==> config.mk <==
export PLATFORM = sky130hd
export DESIGN_NAME = binary_to_bcd
export DESIGN_NICKNAME = d
export VERILOG_FILES = /design/src/rtl/binary_to_bcd.sv
export SDC_FILE = /design/constraint.sdc
export NUM_CORES = 1
export LEC_CHECK = 0
export ABC_AREA = 1
export BUFFER_PORTS_ARGS = -buffer_cell sky130_fd_sc_hd__clkbuf_2
export CAP_MARGIN = 20
export CORE_MARGIN = 4
export CORE_UTILIZATION = 55
export DETAILED_ROUTE_END_ITERATION = 16
export GPL_TIMING_DRIVEN = 0
export MAX_ROUTING_LAYER = met4
export PLACE_DENSITY = 0.86
export SETUP_SLACK_MARGIN = 0.02
export SKIP_LAST_GASP = 1
export SYNTH_ARGS = -nofsm -noshare
export SYNTH_HDL_FRONTEND = slang
export SYNTH_SLANG_ARGS = --single-unit
==> constraint.sdc <==
create_clock -name clock -period 3.5 [get_ports clock]
set_input_delay 0.525 -clock clock [delete_from_list [all_inputs] [get_ports clock]]
set_output_delay 0.525 -clock clock [all_outputs]
set_load 0.02 [all_outputs]
==> src/rtl/binary_to_bcd.sv <==
// Sequential 8-bit binary to 3-digit BCD converter (double dabble, one bit per clock).
// Start/busy/done handshake; result registers hold the last completed conversion.
module binary_to_bcd (
    input  logic       clock,
    input  logic       reset,
    input  logic       start,
    input  logic [7:0] Value,
    output logic       busy,
    output logic       done,
    output logic [3:0] Units,
    output logic [3:0] Tens,
    output logic [1:0] Hundreds,
    output logic       Zero,
    output logic       state_dbg
);

    localparam logic [0:0] IDLE  = 1'b0;
    localparam logic [0:0] SHIFT = 1'b1;

    logic [0:0]  state;
    logic [2:0]  count;
    logic [19:0] scratch;
    logic [19:0] adjusted;
    logic [19:0] shifted;
    logic        zero_cap;

    // Handshake: start is taken only while idle (busy=0); busy stays high for the
    // eight shift cycles; done pulses for one cycle as the new digits appear.
    assign busy      = (state == SHIFT);
    assign state_dbg = state;

    // Scratch layout is {h, t, u, b}; each BCD nibble is corrected before the shift.
    always_comb begin
        adjusted = scratch;
        if (scratch[19:16] >= 4'd5) adjusted[19:16] = scratch[19:16] + 4'd3;
        if (scratch[15:12] >= 4'd5) adjusted[15:12] = scratch[15:12] + 4'd3;
        if (scratch[11:8]  >= 4'd5) adjusted[11:8]  = scratch[11:8]  + 4'd3;
        shifted = adjusted << 1;
    end

    always_ff @(posedge clock or posedge reset) begin
        if (reset) begin
            state    <= IDLE;
            count    <= 3'd0;
            scratch  <= 20'd0;
            zero_cap <= 1'b1;
            done     <= 1'b0;
            Units    <= 4'd0;
            Tens     <= 4'd0;
            Hundreds <= 2'd0;
            Zero     <= 1'b1;
        end else begin
            done <= 1'b0;
            case (state)
                IDLE: begin
                    if (start) begin
                        scratch  <= {12'd0, Value};
                        count    <= 3'd0;
                        zero_cap <= (Value == 8'd0);
                        state    <= SHIFT;
                    end
                end
                SHIFT: begin
                    scratch <= shifted;
                    count   <= count + 3'd1;
                    if (count == 3'd7) begin
                        // h never exceeds 2 for an 8-bit operand, so h[3:2] is always zero
                        Units    <= shifted[11:8];
                        Tens     <= shifted[15:12];
                        Hundreds <= shifted[17:16];
                        Zero     <= zero_cap;
                        done     <= 1'b1;
                        state    <= IDLE;
                    end
                end
                default: state <= IDLE;
            endcase
        end
    end

endmodule

==> results.json, run 1 <==
{
  "drc": 0,
  "syn_area_um2": 1767,
  "power_frac_clock_pct": 13.0,
  "p_per_area_nw_per_um2": 921.8,
  "yosys_warnings": 0,
  "rr_endpoint": "Tens[3]$_DFFE_PP0P_",
  "cap_violations": 0,
  "status": "finished clean",
  "globalRouteOverflowTotal": 0,
  "place_hpwl_um": 2577,
  "start_kind": "register",
  "worstSetupEndpoint": "state_dbg",
  "relSlewSlack_pct": 47.06,
  "slew_violations": 0,
  "place_area_um2": 1969,
  "synthCells": 211,
  "switching_share_pct": 44.16,
  "r2r-start": "count[0]$_DFFE_PP0P_",
  "vias_per_cell": 5.014,
  "postCtsSetupBuffers": 0,
  "multiInputGateArea_um2": 698.2,
  "num_antenna_cells": 0,
  "period_needed_ps": 1605,
  "ys_top_cells_by_area": "dfrtp_1 50%, nand2_1 16%, inv_1 5.7%",
  "tns_ps": 0,
  "internal_power_w": 0.001044,
  "cts_inserted_buffers": 5,
  "hold_viol": 0,
  "p_sw_w": 0.0008256,
  "core.rowCount": 20,
  "grt_pass1_vias": 1433,
  "yosysUniqueCellTypes": 20,
  "dr_wl_met3_um": 178,
  "die_x_um": 64.68,
  "final_nets": 262,
  "ctsResizeCount": 0,
  "drt_iter0_drc": 67,
  "core_area_um2": 3053,
  "h-tree-depth": 2,
  "clock-sinks": 37,
  "routed-wl-met2_um": 1648,
  "finalSetupViolCount": 0,
  "hold_buffers": 0,
  "grt_pass1_wl_um": 6175,
  "io_pins": 25,
  "die_height_um": 64.68,
  "dr.pass1.iters": 4,
  "synth_seq_area_share_pct": 52.55,
  "arrival_ps": 1080,
  "initial_utilization_pct": 57.87,
  "n_fill_cell": 274,
  "grtUsageTotal_pct": 19.87,
  "worst-endpoint-required_ps": 2970,
  "avgSynthCellArea_um2": 8.373,
  "tightest_slew_ps": 793.2,
  "routed_wirelength_um": 3451,
  "synth_top_area_cell": "dfrtp_1",
  "cp-end-kind": "output pin",
  "hp-class": "in -> async",
  "avgRoutedWirePerCell_um": 11.98,
  "area_growth_pct": 14.80,
  "crit_start": "busy$_DFF_PP0_",
  "vias": 1444,
  "p_leak_nw": 1.112,
  "ys_seq_elements": 37,
  "yosysTopAreaCellShare_pct": 49.58,
  "finalWeightedCongestion": 0.8807,
  "synthesis.nets": 230,
  "drt-met1-wl_um": 1542,
  "numPortBuffers": 24,
  "drive_above_1_share_pct": 17.21,
  "seqPwrFrac_pct": 39.2,
  "insertion_delay_ps": 360,
  "finClkSkew_ps": 11.07,
  "fin_crit_sh_pct": 45.84,
  "register_area_um2": 928.4,
  "top_layer": "met4",
  "max_freq_ghz": 0.6232,
  "critPathKind": "reg -> out",
  "r2r_slack_ps": 2070,
  "design_area_um2": 2028,
  "crit_fanout": 5,
  "root_buffer": "clkbuf_4",
  "comb_power_share_pct": 47.8,
  "grt_antenna_before_repair": 0,
  "ant_nets": 0,
  "clk_pin_slew_ps": 110,
  "ir_worst_vdd_uv": 399.1,
  "cts.path.max_buffers": 2,
  "cts_tree": "built",
  "rsz0062_at_grt": "no",
  "die-area_um2": 4183,
  "grt_max_degree": 20,
  "reg2reg_depth": 6
}
-- cells in the mapped netlist --
| cell | n |
|---|---|
| a22o_1 | 3 |
| nand2_1 | 77 |
| a21oi_1 | 1 |
| o22ai_1 | 2 |
| o21ai_1 | 1 |
| o21ai_0 | 12 |
| ha_1 | 8 |
| o221ai_1 | 1 |
| dfrtp_1 | 35 |
| nand4_1 | 4 |
| inv_2 | 1 |
| nand2_2 | 1 |
| buf_4 | 2 |
| nand2_4 | 1 |
| buf_2 | 4 |
| nand3_1 | 17 |
| nor2_1 | 7 |
| inv_1 | 27 |
| o211ai_1 | 5 |
| dfstp_2 | 2 |
-- worst max-delay path: stages (launching register included) --
cell and delay (ps):
dfrtp_1 440, buf_4 150, clkbuf_2 140
-- per-stage QoR --
stage / setup slack, ps / instances / utilization [%] / hold WS [ps] / power, W
final: 1895 / 288 / 66.43 / 277.0 / 0.001870
after global routing: 1852 / 288 / 66.43 / 353.4 / 0.002078
after CTS: 1891 / 288 / 66.43 / 310.8 / 0.001882
after detailed placement: 2091 / 280 / 64.51 / 462.3 / 0.001644
after global placement: 1674 / 279 / 63.61 / 459.9 / 0.001597
after floorplan: 2146 / 211 / - / 442.1 / 0.001404
-- per-layer routing --
layer | up-vias | track usage, %
li1 | 737 | -
met1 | 666 | 24.75
met2 | 32 | 31.44
met3 | 9 | 4.159
met4 | 0 | 8.707
met5 | - | -
-- layout by cell type, fill, tap and decap left out, drive strengths merged, types with 3 or more instances in the layout --
master	netlist	routed
nand2	79	79
dfrtp	35	35
clkbuf	0	32
inv	28	28
nand3	17	17
o21ai	13	13
ha	8	8
nor2	7	7
buf	6	7
o211ai	5	5
nand4	4	4
a22o	3	3
-- area by class of cell --
| class | count | share of cell area (%) |
|---|---|---|
| buffer | 6 | 1.727 |
| clock buffer | 8 | 2.899 |
| inverter | 28 | 5.182 |
| multi-input combinational | 140 | 34.42 |
| sequential | 37 | 45.77 |
| tap | 44 | 2.714 |
| timing repair buffer | 25 | 7.279 |
-- cells by family (layout without fill, tap and decap cells) --
logic type,after synthesis,count (layout),share of synthesized area [%]
flops,37,37,52.55
fa+ha+maj,8,8,5.666
buf+inv,34,67,7.932
compound gates,25,25,8.782
simple gates,107,107,25.07
-- power by group through the flow --
stage | Combinational [W] | Sequential, W | Clock (W)
after global routing | 0.00105 | 0.000762 | 0.000266
final | 0.000895 | 0.000733 | 0.000242
after global placement | 0.000862 | 0.000736 | 0
after CTS | 0.000904 | 0.000733 | 0.000246
after detailed placement | 0.000903 | 0.000741 | 0
after floorplan | 0.000612 | 0.000792 | 0
-- state kept, by name, indices dropped and copies added (netlist names), 2 cells and up --
name / cells
Hundreds: 2
Tens: 4
Units: 4
count: 3
scratch: 20
-- worst min-delay path by stage --
stage / start / end / slack, ps / cells after the start
4_1_cts: reset / scratch[19]$_DFFE_PP0P_ / 310 / 2
5_1_grt: reset / scratch[19]$_DFFE_PP0P_ / 350 / 2
6_report: reset / scratch[19]$_DFFE_PP0P_ / 280 / 2
3_3_place_gp: Zero$_DFFE_PP1P_ / Zero$_DFFE_PP1P_ / 460 / 2
2_1_floorplan: zero_cap$_DFFE_PP1P_ / Zero$_DFFE_PP1P_ / 440 / 2
3_5_place_dp: zero_cap$_DFFE_PP1P_ / Zero$_DFFE_PP1P_ / 460 / 2
Note: power is estimated with default switching activity, not from simulation.
==> run 2, diff against run 1 <==
- CORE_UTILIZATION: 55 -> 50
- PLACE_DENSITY: 0.86 -> 0.83
- clock period: 3.5 -> 1.4 ns (I/O delays scaled with it)
==> run 2 against run 1 <==
Die area increased by 8.7%. Register-to-register slack lost 2000 ps. Critical path depth unchanged. Sequential power rose to 2.5 times the previous value. Highest routed layer unchanged. Routed wire length is 2.9% higher. Critical path type unchanged. Via count rose by 1.2%.
==> results.json, run 2 (synthesized netlist as in run 1, its figures left out) <==
{
  "cts_inserted_buffers": 5,
  "rsz0062_at_grt": "no",
  "n_fill_cell": 313,
  "cts_tree": "built",
  "finalWeightedCongestion": 0.8614,
  "avgRoutedWirePerCell_um": 12.08,
  "p_per_area_nw_per_um2": 2370,
  "pre_cts_ws_ps": 35.49,
  "reg_top3": "scratch: 20 flops, Tens: 4 flops, Units: 4 flops",
  "cp-end-kind": "output pin",
  "finClkSkew_ps": 14.79,
  "root_buffer": "clkbuf_4",
  "insertion_delay_ps": 360,
  "die-area_um2": 4548,
  "dr.pass1.iters": 4,
  "area_growth_pct": 19.48,
  "num_antenna_cells": 0,
  "critPathKind": "reg -> out",
  "crit_fanout": 5,
  "numPortBuffers": 24,
  "drive_above_1_share_pct": 19.76,
  "finalSetupViolCount": 0,
  "final_nets": 266,
  "cts.path.max_buffers": 2,
  "cap_violations": 0,
  "fin_util_pct": 62.76,
  "initial_utilization_pct": 52.53,
  "fin_ws_ps": 114.2,
  "design_area_um2": 2111,
  "p_total_w": 0.005002,
  "grt_pass1_vias": 1310,
  "place_area_um2": 1972,
  "largest_reg_flops": 20,
  "grt_pass1_wl_um": 5802,
  "grt_antenna_before_repair": 0,
  "status": "finished clean",
  "tightest_slew_ps": 704.5,
  "hold_viol": 0,
  "p_leak_nw": 1.147,
  "vias_per_cell": 4.973,
  "start_kind": "register",
  "drt_iter0_drc": 64,
  "clock-sinks": 37,
  "period_needed_ps": 1286,
  "relSlewSlack_pct": 52.98,
  "die_height_um": 67.44,
  "holdWs_ps": 92.39,
  "io_pins": 25,
  "final_common_cell": "nand2_1",
  "most-common-layout-cells": "76 x nand2_1, 35 x dfrtp_1, 27 x inv_1",
  "fin_crit_sh_pct": 91.84,
  "drc": 0,
  "h-tree-depth": 2,
  "ant_nets": 0,
  "slew_violations": 0,
  "hp-class": "in -> reg",
  "worst-endpoint-required_ps": 1190,
  "routed_wirelength_um": 3551,
  "die_x_um": 67.44,
  "vias": 1462,
  "max_freq_ghz": 0.7777,
  "core.rowCount": 21,
  "clk_pin_slew_ps": 110,
  "globalRouteOverflowTotal": 0,
  "place_hpwl_um": 2541,
  "largest-register": "scratch",
  "ir_worst_vdd_uv": 1138,
  "grtUsageTotal_pct": 17.98,
  "grt_max_degree": 22,
  "arrival_ps": 1080,
  "core_area_um2": 3363
}
[run 2: changes by cell type in the layout (fill, tap and decap cells not counted), sizes merged]
cell         before  now
buf               7   10
clkbuf           32   30
bufinv            0    1
clkinvlp          0    1
dlygate4sd3       0    1
[run 2: path summary, 6_finish.rpt]
kind | cells after the start | startpoint | slack, ps | endpoint
worst max-delay path | 2 | busy$_DFF_PP0_ | 110 | state_dbg
worst min-delay path | 3 | Value[1] | 90 | scratch[1]$_DFFE_PP0P_
worst max register to register | 8 | scratch[8]$_DFFE_PP0P_ | 110 | Units[2]$_DFFE_PP0P_
worst min register to register | 2 | zero_cap$_DFFE_PP1P_ | 480 | Zero$_DFFE_PP1P_
max in group asynchronous | 4 | reset | 290 | Zero$_DFFE_PP1P_
min in group asynchronous | 3 | reset | 480 | scratch[16]$_DFFE_PP0P_
[run 2: final cells by class]
cell class                      count  area [µm²]  area share (%)
Sequential cell                    37       928.4           43.98
Clock inverter                      2       37.54           1.778
Tap cell                           46       57.56           2.727
Inverter                           28       107.6           5.098
Buffer                              6       45.04           2.134
Timing Repair Buffer               29       180.2           8.536
Clock buffer                        6       51.30           2.430
Multi-Input combinational cell    140       703.2           33.31
[run 2: through the flow]
stage | TNS (ps) | std cells
global placement | -3425 | 281
global route | 0 | 294
floorplan | 0 | 211
detailed placement | 0 | 282
CTS | 0 | 291
finish | 0 | 294
[run 2: report_power, final]
group | total [W] | switching (W) | internal, W
clock | 0.000790 | 0.000366 | 0.000424
sequential | 0.00184 | 0.000299 | 0.00154
combinational | 0.00237 | 0.00148 | 0.000893
total | 0.00500 | 0.00215 | 0.00286
[run 2: timing repair]
action / in CTS / in global routing
gates resized for setup: 1 / 6
pin swaps: 0 / 1
gates cloned: 0 / 0
buffers inserted: 0 / 3
hold buffers: 1 / 0
hold endpoints to repair: 16 / 0
setup endpoints to repair: 4 / 14
[run 2: worst max-delay path, stage by stage, from the launching register on]
cell      delay (ps)
dfrtp_1          440
buf_4            150
clkbuf_2         140
[run 2: per-layer routing]
| metal | global-route usage [%] | vias to the layer above | wire length [µm] |
|---|---|---|---|
| met5 | - | - | 0 |
| met4 | 7.595 | 0 | 63 |
| met3 | 5.491 | 8 | 203 |
| met2 | 26.87 | 38 | 1671 |
| met1 | 22.66 | 669 | 1612 |
| li1 | - | 747 | - |
